`src/rtl/pscan_pkg.sv`:
```
// rtl/pscan_pkg.sv - shared types and pattern constant for the pattern scan scheduler
package pscan_pkg;

    typedef enum logic [1:0] {
        ST_IDLE   = 2'd0,
        ST_SHIFT  = 2'd1,
        ST_REPORT = 2'd2
    } sched_state_t;

    typedef enum logic [2:0] {
        DS0 = 3'd0,
        DS1 = 3'd1,
        DS2 = 3'd2,
        DS3 = 3'd3,
        DS4 = 3'd4
    } det_state_t;

    localparam logic [3:0] PSCAN_PATTERN = 4'b1001;

endpackage

```
`src/rtl/pscan_detect.sv`:
```
// rtl/pscan_detect.sv - bit-serial Moore detector for PSCAN_PATTERN, sticky once matched
module pscan_detect
    import pscan_pkg::*;
(
    input  logic clk,
    input  logic rst,
    input  logic clr,
    input  logic en,
    input  logic bit_in,
    output logic hit
);

    det_state_t st_q, st_d;

    always_ff @(posedge clk) begin
        if (rst || clr) begin
            st_q <= DS0;
        end else if (en) begin
            st_q <= st_d;
        end
    end

    // Mismatch fallbacks reuse any pattern prefix that the failing bit still forms
    always_comb begin
        st_d = st_q;
        case (st_q)
            DS0:     st_d = (bit_in == PSCAN_PATTERN[3]) ? DS1 : DS0;
            DS1:     st_d = (bit_in == PSCAN_PATTERN[2]) ? DS2 : DS1;
            DS2:     st_d = (bit_in == PSCAN_PATTERN[1]) ? DS3 : DS1;
            DS3:     st_d = (bit_in == PSCAN_PATTERN[0]) ? DS4 : DS0;
            DS4:     st_d = DS4;
            default: st_d = DS0;
        endcase
    end

    assign hit = (st_q == DS4);

endmodule

```
`src/rtl/pattern_scan_sched.sv`:
```
// rtl/pattern_scan_sched.sv - round-robin scheduler feeding requester words to one serial detector
// Optional saturating match counter port enabled by PSCAN_MATCH_CNT_EN.
module pattern_scan_sched
    import pscan_pkg::*;
#(
    parameter int NREQ   = 4,
    parameter int WORD_W = 8,
    parameter int IDW    = 2,
    parameter int POSW   = 3
) (
    input  logic                     clk,
    input  logic                     rst,
    input  logic [NREQ-1:0]          req,
    input  logic [NREQ*WORD_W-1:0]   word,
    output logic [NREQ-1:0]          gnt,
    output logic                     busy,
    output logic                     done,
    output logic [IDW-1:0]           done_id,
    output logic                     match,
    output logic [POSW-1:0]          match_pos
`ifdef PSCAN_MATCH_CNT_EN
    ,
    output logic [7:0]               match_cnt
`endif
);

    localparam int CNTW = POSW + 1;

    sched_state_t       st_q, st_d;
    logic [IDW-1:0]     rr_q, gid_q, win, cand;
    logic               win_vld;
    logic [WORD_W-1:0]  sh_q;
    logic [CNTW-1:0]    cnt_q;
    logic               found_q;
    logic [POSW-1:0]    pos_q;
    logic               hit, cap, shift_en;

    always_comb begin
        win     = '0;
        win_vld = 1'b0;
        cand    = '0;
        for (int i = 0; i < NREQ; i++) begin
            cand = IDW'((int'(rr_q) + i) % NREQ);
            if (!win_vld && req[cand]) begin
                win     = cand;
                win_vld = 1'b1;
            end
        end
    end

    assign cap      = (st_q == ST_IDLE) && win_vld;
    assign shift_en = (st_q == ST_SHIFT);

    always_ff @(posedge clk) begin
        if (rst) begin
            st_q <= ST_IDLE;
        end else begin
            st_q <= st_d;
        end
    end

    always_comb begin
        st_d = st_q;
        case (st_q)
            ST_IDLE:   if (win_vld) st_d = ST_SHIFT;
            ST_SHIFT:  if (cnt_q == CNTW'(WORD_W - 1)) st_d = ST_REPORT;
            ST_REPORT: st_d = ST_IDLE;
            default:   st_d = ST_IDLE;
        endcase
    end

    // hit is seen one cycle after the detector enters S4, so the bit index is cnt_q-1
    always_ff @(posedge clk) begin
        if (rst) begin
            rr_q    <= '0;
            gid_q   <= '0;
            sh_q    <= '0;
            cnt_q   <= '0;
            found_q <= 1'b0;
            pos_q   <= '0;
        end else if (cap) begin
            sh_q    <= word[win*WORD_W +: WORD_W];
            gid_q   <= win;
            rr_q    <= (win == IDW'(NREQ - 1)) ? '0 : win + 1'b1;
            cnt_q   <= '0;
            found_q <= 1'b0;
            pos_q   <= '0;
        end else if (shift_en) begin
            sh_q  <= {sh_q[WORD_W-2:0], 1'b0};
            cnt_q <= cnt_q + 1'b1;
            if (hit && !found_q) begin
                found_q <= 1'b1;
                pos_q   <= POSW'(cnt_q - 1'b1);
            end
        end
    end

    pscan_detect u_detect (
        .clk    (clk),
        .rst    (rst),
        .clr    (cap),
        .en     (shift_en),
        .bit_in (sh_q[WORD_W-1]),
        .hit    (hit)
    );

    // A match completed by the last bit is only visible in REPORT, hence the WORD_W-1 fallback
    always_comb begin
        gnt       = '0;
        busy      = 1'b0;
        done      = 1'b0;
        done_id   = '0;
        match     = 1'b0;
        match_pos = '0;
        case (st_q)
            ST_SHIFT: begin
                busy = 1'b1;
                if (cnt_q == '0) gnt = NREQ'(1) << gid_q;
            end
            ST_REPORT: begin
                busy      = 1'b1;
                done      = 1'b1;
                done_id   = gid_q;
                match     = hit;
                match_pos = !hit ? '0 : (found_q ? pos_q : POSW'(WORD_W - 1));
            end
            default: ;
        endcase
    end

`ifdef PSCAN_MATCH_CNT_EN
    logic [7:0] mcnt_q;

    always_ff @(posedge clk) begin
        if (rst) begin
            mcnt_q <= '0;
        end else if ((st_q == ST_REPORT) && hit && (mcnt_q != 8'hFF)) begin
            mcnt_q <= mcnt_q + 1'b1;
        end
    end

    assign match_cnt = mcnt_q;
`endif

endmodule

```
`config.mk`:
```
export PLATFORM = sky130hd
export DESIGN_NAME = pattern_scan_sched
export DESIGN_NICKNAME = d
export VERILOG_FILES = /design/src/rtl/pscan_pkg.sv /design/src/rtl/pscan_detect.sv /design/src/rtl/pattern_scan_sched.sv
export SDC_FILE = /design/constraint.sdc
export NUM_CORES = 1
export LEC_CHECK = 0
export BUFFER_PORTS_ARGS = -buffer_cell sky130_fd_sc_hd__buf_2
export CORE_UTILIZATION = 35
export CTS_CLUSTER_SIZE = 40
export DETAILED_ROUTE_END_ITERATION = 12
export PLACE_DENSITY = 0.6
export SLEW_MARGIN = 20
export SYNTH_ARGS = -nofsm -noshare
export SYNTH_HDL_FRONTEND = slang
export SYNTH_HIERARCHICAL = 1
export SYNTH_SLANG_ARGS = --single-unit
```
`constraint.sdc`:
```
create_clock -name clk -period 3.35 [get_ports clk]
set_input_delay 1.005 -clock clk [delete_from_list [all_inputs] [get_ports clk]]
set_output_delay 1.005 -clock clk [all_outputs]
set_load 0.02 [all_outputs]
```
==> summary.md, run 1 <==
| Metric | Value |
|---|---|
| DR pass1 iterations | `4` |
| Tmin final | `2.81 ns` |
| Critical Path, Cell by Cell | `inv_1, ha_1, nor4bb_1, nor3b_1, buf_2` |
| DP HPWL | `2.54 mm` |
| Final Hold Fails | `0` |
| Critical path fanouts, max | `5` |
| Commonest register cell after synthesis | `dfxtp_1` |
| Layout cells sized above 1 | `27.8%` |
| Most frequent cells after synthesis | `dfxtp_1, mux2i_1, nor2_1` |
| CTS root buf | `clkbuf_8` |
| Seq cells post-synth | `25` |
| First-pass GRT wire length | `5.69 mm` |
| Drt wl/cell | `11.8 µm` |
| Headroom to the max-slew limit | `58.3%` |
| Via count | `1365` |
| Unrepaired setup endpoints after global routing | `false` |
| HP Class | `reg -> reg` |
| TritonCTS Buffers | `3` |
| DR iter-0 viols | `28` |
| Crit path kind | `reg -> out` |
| Syn Area/Cell | `8.82 µm²` |
| Hold buffer count at CTS | `0` |
| Die ar. | `0.00468 mm²` |
| H-Tree Depth | `1` |
| Placer Congestion | `0.758` |
| Crit. Startpoint | `cnt_q[0]$_SDFFE_PP0P_` |
| Top-area cell type share of the netlist area | `32.4%` |
| Rows | `23` |
| Startpoint of the worst register-to-register path | `st_q[0]$_SDFFE_PP0P_` |
| Worst hold path depth | `2` |
| Pwr Density | `584 mW/mm²` |
| Placed Area | `0.00182 mm²` |
| Post-synthesis sequential area ratio | `32.4%` |
| Layout Nets | `268` |
| Synth Cell Area | `0.00154 mm²` |
| Core area | `0.00412 mm²` |
| CTS tree | `done` |
| Diodes inserted | `0` |
| Final wirelength | `3.23 mm` |
| Post-synth EDFFs | `0` |
| Vias in the first global route | `1271` |
| Hold endpoint | `u_detect/st_q[2]$_SDFFE_PP0P_` |
| Clock Tree Buf Depth | `2` |
| Slew at the pin with the worst max-slew slack | `0.620 ns` |
| Area growth, synth to finish | `21.0%` |
| CP top delay family | `simple AND/OR/NAND/NOR gates` |
| Number of routed nets with antenna violations | `0` |
| Net count after synthesis | `219` |
| Initial core utilization | `37.5%` |
| Reg2Reg Depth | `5` |
| Vias per std cell | `5.00` |
| DR DRC count | `0` |
| Die Y | `68.4 µm` |
| Final cell count without fillers | `273` |
| Overall routing resource usage | `16.3%` |
| Worst Hold Launch | `u_detect/st_q[2]$_SDFFE_PP0P_` |
| Period utilisation layout | `83.8%` |
| Post-route setup TNS | `0 ns` |
| Fillcell total | `418` |
| Pwr Total | `1.09 mW` |
| PortBufs | `49` |
| Clk_skew | `0.00857 ns` |
| DIE WIDTH | `68.4 µm` |
| Crit path buf inv count | `2` |
| Leakage | `0.830 nW` |
| Slowest CP cell | `nor4bb_1` |
| Final setup fails | `0` |
| I/O Pins | `50` |
| Warnings, synthesis | `6` |
| Synthesized netlist cell count | `175` |
| Critical Path AT | `1.80 ns` |
| Setup repair bufs after CTS | `0` |
| Post-synth cell types | `41` |
| Worst reg2reg setup slack | `1.58 ns` |
| Fmax | `356 MHz` |
| Critical Path RT | `2.34 ns` |
| Clk_lat worst skew | `0.27 ns` |
| Placement Setup Slack | `0.797 ns` |
| Largest net degree at the start of global routing | `22` |
| Design area | `0.00187 mm²` |
| Fin util | `45.4%` |
| Largest cells by area after synthesis | `dfxtp_1, mux2i_1, a21oi_1` |
| VDD IR-drop max | `0.276 mV` |
| Max cap viols | `0` |
| Critical path's largest stage delay | `0.45 ns` |
| Total gr overflow | `0` |
| Outcome | `finished, final reports clean` |
| Crit start category | `register` |
| Hold WS | `0.494 ns` |
| Post-synth top area cell | `dfxtp_1` |
| Slack of the critical path | `0.544 ns` |
| R2r endpoint | `sh_q[1]$_SDFFE_PP0P_` |
| Placed cells | `269` |
| CTS sink cnt | `25` |
| CTS clock-pin slew for the worst setup and hold paths | `0.08 ns` |
| # resized after CTS | `0` |
| Critical path capture point type | `primary output` |
| Initial antenna violation count | `0` |
| Ys async rst share | `0%` |
| Pins Over Slew Limit | `0` |
==> report_power, final <==
part           total, mW  internal, mW  leakage, nW  switching [mW]
combinational      0.498         0.222        0.603           0.276
sequential         0.413         0.360        0.205          0.0532
clock              0.180        0.0852       0.0228          0.0945
==> cells in the final DEF, fill, tap and decap left out, drive strengths merged, types with 2 or more instances in the layout <==
cell     n
a211oi   5
a21o     4
a21oi   15
a221oi   4
and2     2
and3     2
and3b    2
buf     51
clkbuf   4
dfxtp   25
ha       6
inv     11
mux2i   25
nand2   11
nand2b   4
nand4    2
nor2    16
nor2b    3
nor3     3
nor3b    2
nor4     2
o21ai    5
o221ai   4
or3      3
xnor2    3
xor2     2
==> per-layer routing <==
metal	part of all wire [%]	track usage (%)
met1	51	22.2
met2	43	25.5
met3	3.6	2.00
met4	2.1	7.03
met5	0	0
==> tightest hold or removal path, stage by stage (launching register included) <==
cell     delay, ns
dfxtp_1       0.34
nand2_1       0.06
a21oi_1       0.05
==> layout make-up <==
| type | count | area, µm² | area share, % |
|---|---|---|---|
| Sequential cell | 25 | 500 | 26.8 |
| Clock buffer | 4 | 45.0 | 2.41 |
| Timing Repair Buffer | 51 | 260 | 13.9 |
| Multi-Input combinational cell | 132 | 956 | 51.2 |
| Tap cell | 50 | 62.6 | 3.35 |
| Inverter | 11 | 43.8 | 2.34 |
==> state kept, by name (all words and copies together) (netlist names) <==
| name | flops |
|---|---|
| cnt_q | 4 |
| found_q | 1 |
| gid_q | 2 |
| pos_q | 3 |
| rr_q | 2 |
| sh_q | 8 |
| st_q | 2 |
| u_detect/st_q | 3 |
==> worst max-delay path by stage <==
stage                                 to  slack (ns)  cells after the start
floorplan                         gnt[0]        0.42                      6
finish                            gnt[0]        0.54                      5
CTS                               gnt[0]        0.52                      5
global placement    sh_q[0]$_SDFFE_PP0P_        0.81                      6
detailed placement  sh_q[0]$_SDFFE_PP0P_        0.80                      6
global route                      gnt[0]        0.34                      5
==> cell families after synthesis <==
logic type	share of synthesized area [%]
buffers and inverters	5.67
DFF	32.4
AOI/OAI and AO/OA	16.5
adders and majority gates	4.86
and+or+nand+nor	21.6
muxes	16.2
xor gates and xnor gates	2.84
Note: power is estimated with default switching activity, not from simulation.
==> run 2, diff against run 1 <==
clock period = 2.7 ns   (was 3.35 ns; I/O delays follow)
==> run 2 against run 1 <==
Die area is the same. Clock skew shrank 0.0039 ns. Non-clock buffer count is the same. Largest cell class unchanged. Highest routed layer is now met3.
==> summary.md, run 2 (synthesis gave the netlist of run 1 again) <==
| Metric | Value |
|---|---|
| Final wirelength | `3.06 mm` |
| Vias in the first global route | `1202` |
| Clk_lat worst skew | `0.27 ns` |
| DP HPWL | `2.32 mm` |
| Largest regs | `sh_q (8), cnt_q (4)` |
| Reg2Reg Depth | `5` |
| Final Hold Fails | `0` |
| Fillcell total | `430` |
| First-pass GRT wire length | `5.17 mm` |
| Post-route setup TNS | `0 ns` |
| Most frequent cells in the layout | `buf_2, mux2i_1, dfxtp_1` |
| Design area | `0.00188 mm²` |
| Hold WS | `0.501 ns` |
| CTS root buf | `clkbuf_8` |
| Initial core utilization | `37.5%` |
| VDD IR-drop max | `0.363 mV` |
| TritonCTS Buffers | `3` |
| Critical path capture point type | `primary output` |
| Headroom to the max-slew limit | `61.7%` |
| Clock Tree Buf Depth | `2` |
| CTS tree | `done` |
| DR DRC count | `0` |
| Sequential Area | `500 µm²` |
| Hold endpoint | `u_detect/st_q[2]$_SDFFE_PP0P_` |
| H-Tree Depth | `1` |
| R2r endpoint | `sh_q[3]$_SDFFE_PP0P_` |
| Initial antenna violation count | `0` |
| Startpoint of the worst register-to-register path | `rr_q[1]$_SDFFE_PP0P_` |
| Overall routing resource usage | `14.6%` |
| CTS clock-pin slew for the worst setup and hold paths | `0.09 ns` |
| Fin util | `45.8%` |
| Commonest non-fill, non-tap cell in the layout | `buf_2` |
| Pwr Density | `721 mW/mm²` |
| Leakage | `0.833 nW` |
| Setup repair bufs after CTS | `0` |
| DIE WIDTH | `68.4 µm` |
| Placed Area | `0.00183 mm²` |
| Hold buffer count at CTS | `0` |
| DR pass1 iterations | `4` |
| Unrepaired setup endpoints after global routing | `false` |
| Max cap viols | `0` |
| Tmin final | `2.51 ns` |
| Reg with most FFs | `sh_q` |
| Largest net degree at the start of global routing | `22` |
| Placement Setup Slack | `0.325 ns` |
| Outcome | `finished, final reports clean` |
| Die ar. | `0.00468 mm²` |
| CTS sink cnt | `25` |
| Crit path kind | `reg -> out` |
| Crit start category | `register` |
| Final setup fails | `0` |
| Period utilisation layout | `93.0%` |
| Slack of the critical path | `0.190 ns` |
| Core area | `0.00412 mm²` |
| Multi-input logic area | `967 µm²` |
| Total gr overflow | `0` |
| Placer Congestion | `0.736` |
| Clk_skew | `0.00462 ns` |
| Critical Path RT | `1.89 ns` |
| Area growth, synth to finish | `22.0%` |
| I/O Pins | `50` |
| Worst hold path depth | `2` |
| Max reg flops | `8` |
| Slew at the pin with the worst max-slew slack | `0.570 ns` |
| Critical Path AT | `1.70 ns` |
| Rows | `23` |
| Via count | `1351` |
| HP Class | `reg -> reg` |
| DR iter-0 viols | `57` |
| Worst Hold Launch | `u_detect/st_q[2]$_SDFFE_PP0P_` |
| Drt wl/cell | `11.2 µm` |
| Fmax | `398 MHz` |
| Number of routed nets with antenna violations | `0` |
| # resized after CTS | `0` |
| Worst reg2reg setup slack | `0.97 ns` |
| Pins Over Slew Limit | `0` |
| PortBufs | `49` |
| Die Y | `68.4 µm` |
| Diodes inserted | `0` |
| Layout cells sized above 1 | `29.1%` |
| Vias per std cell | `4.95` |
| Critical path fanouts, max | `5` |
| Layout Nets | `268` |
[run 2: worst max-delay path by stage]
| stage | start | to | slack [ns] |
|---|---|---|---|
| 6_report | cnt_q[0]$_SDFFE_PP0P_ | gnt[0] | 0.19 |
| 4_1_cts | cnt_q[0]$_SDFFE_PP0P_ | gnt[0] | 0.01 |
| 3_5_place_dp | cnt_q[0]$_SDFFE_PP0P_ | gnt[0] | 0.32 |
| 3_3_place_gp | req[0] | sh_q[0]$_SDFFE_PP0P_ | 0.36 |
| 2_1_floorplan | st_q[1]$_SDFFE_PP0P_ | gnt[0] | 0.15 |
| 5_1_grt | cnt_q[0]$_SDFFE_PP0P_ | gnt[0] | 0.08 |
[run 2: worst max-delay path: stages (launching register included)]
cell and delay [ns]:
dfxtp_1 0.37, inv_1 0.10, ha_1 0.14, nor4bb_2 0.40, nor3b_2 0.24, buf_2 0.18
[run 2: final cells by class]
class	instances	area share, %
Clock inverter	1	0.399
Sequential cell	25	26.6
Clock buffer	3	2.19
Multi-Input combinational cell	132	51.4
Timing Repair Buffer	51	13.8
Tap cell	50	3.32
Inverter	11	2.33
[run 2: metal layers]
layer	part of all wire (%)	GRT usage (%)	vias up	routed length, µm
met5	0	0	-	0
met3	3.1	3.00	0	95
li1	-	-	725	-
met1	50	19.1	602	1530
met2	47	24.1	24	1430
met4	0	3.91	0	0
[run 2: metrics by stage]
step | total power [mW] | instances
6_report | 1.36 | 273
5_1_grt | 1.47 | 273
4_1_cts | 1.37 | 273
3_5_place_dp | 1.14 | 269
3_3_place_gp | 1.14 | 269
2_1_floorplan | 1.02 | 175
[run 2: power breakdown]
group | switching (mW) | internal, mW
registers | 0.0645 | 0.447
clock network | 0.124 | 0.105
logic | 0.338 | 0.280
total | 0.526 | 0.831
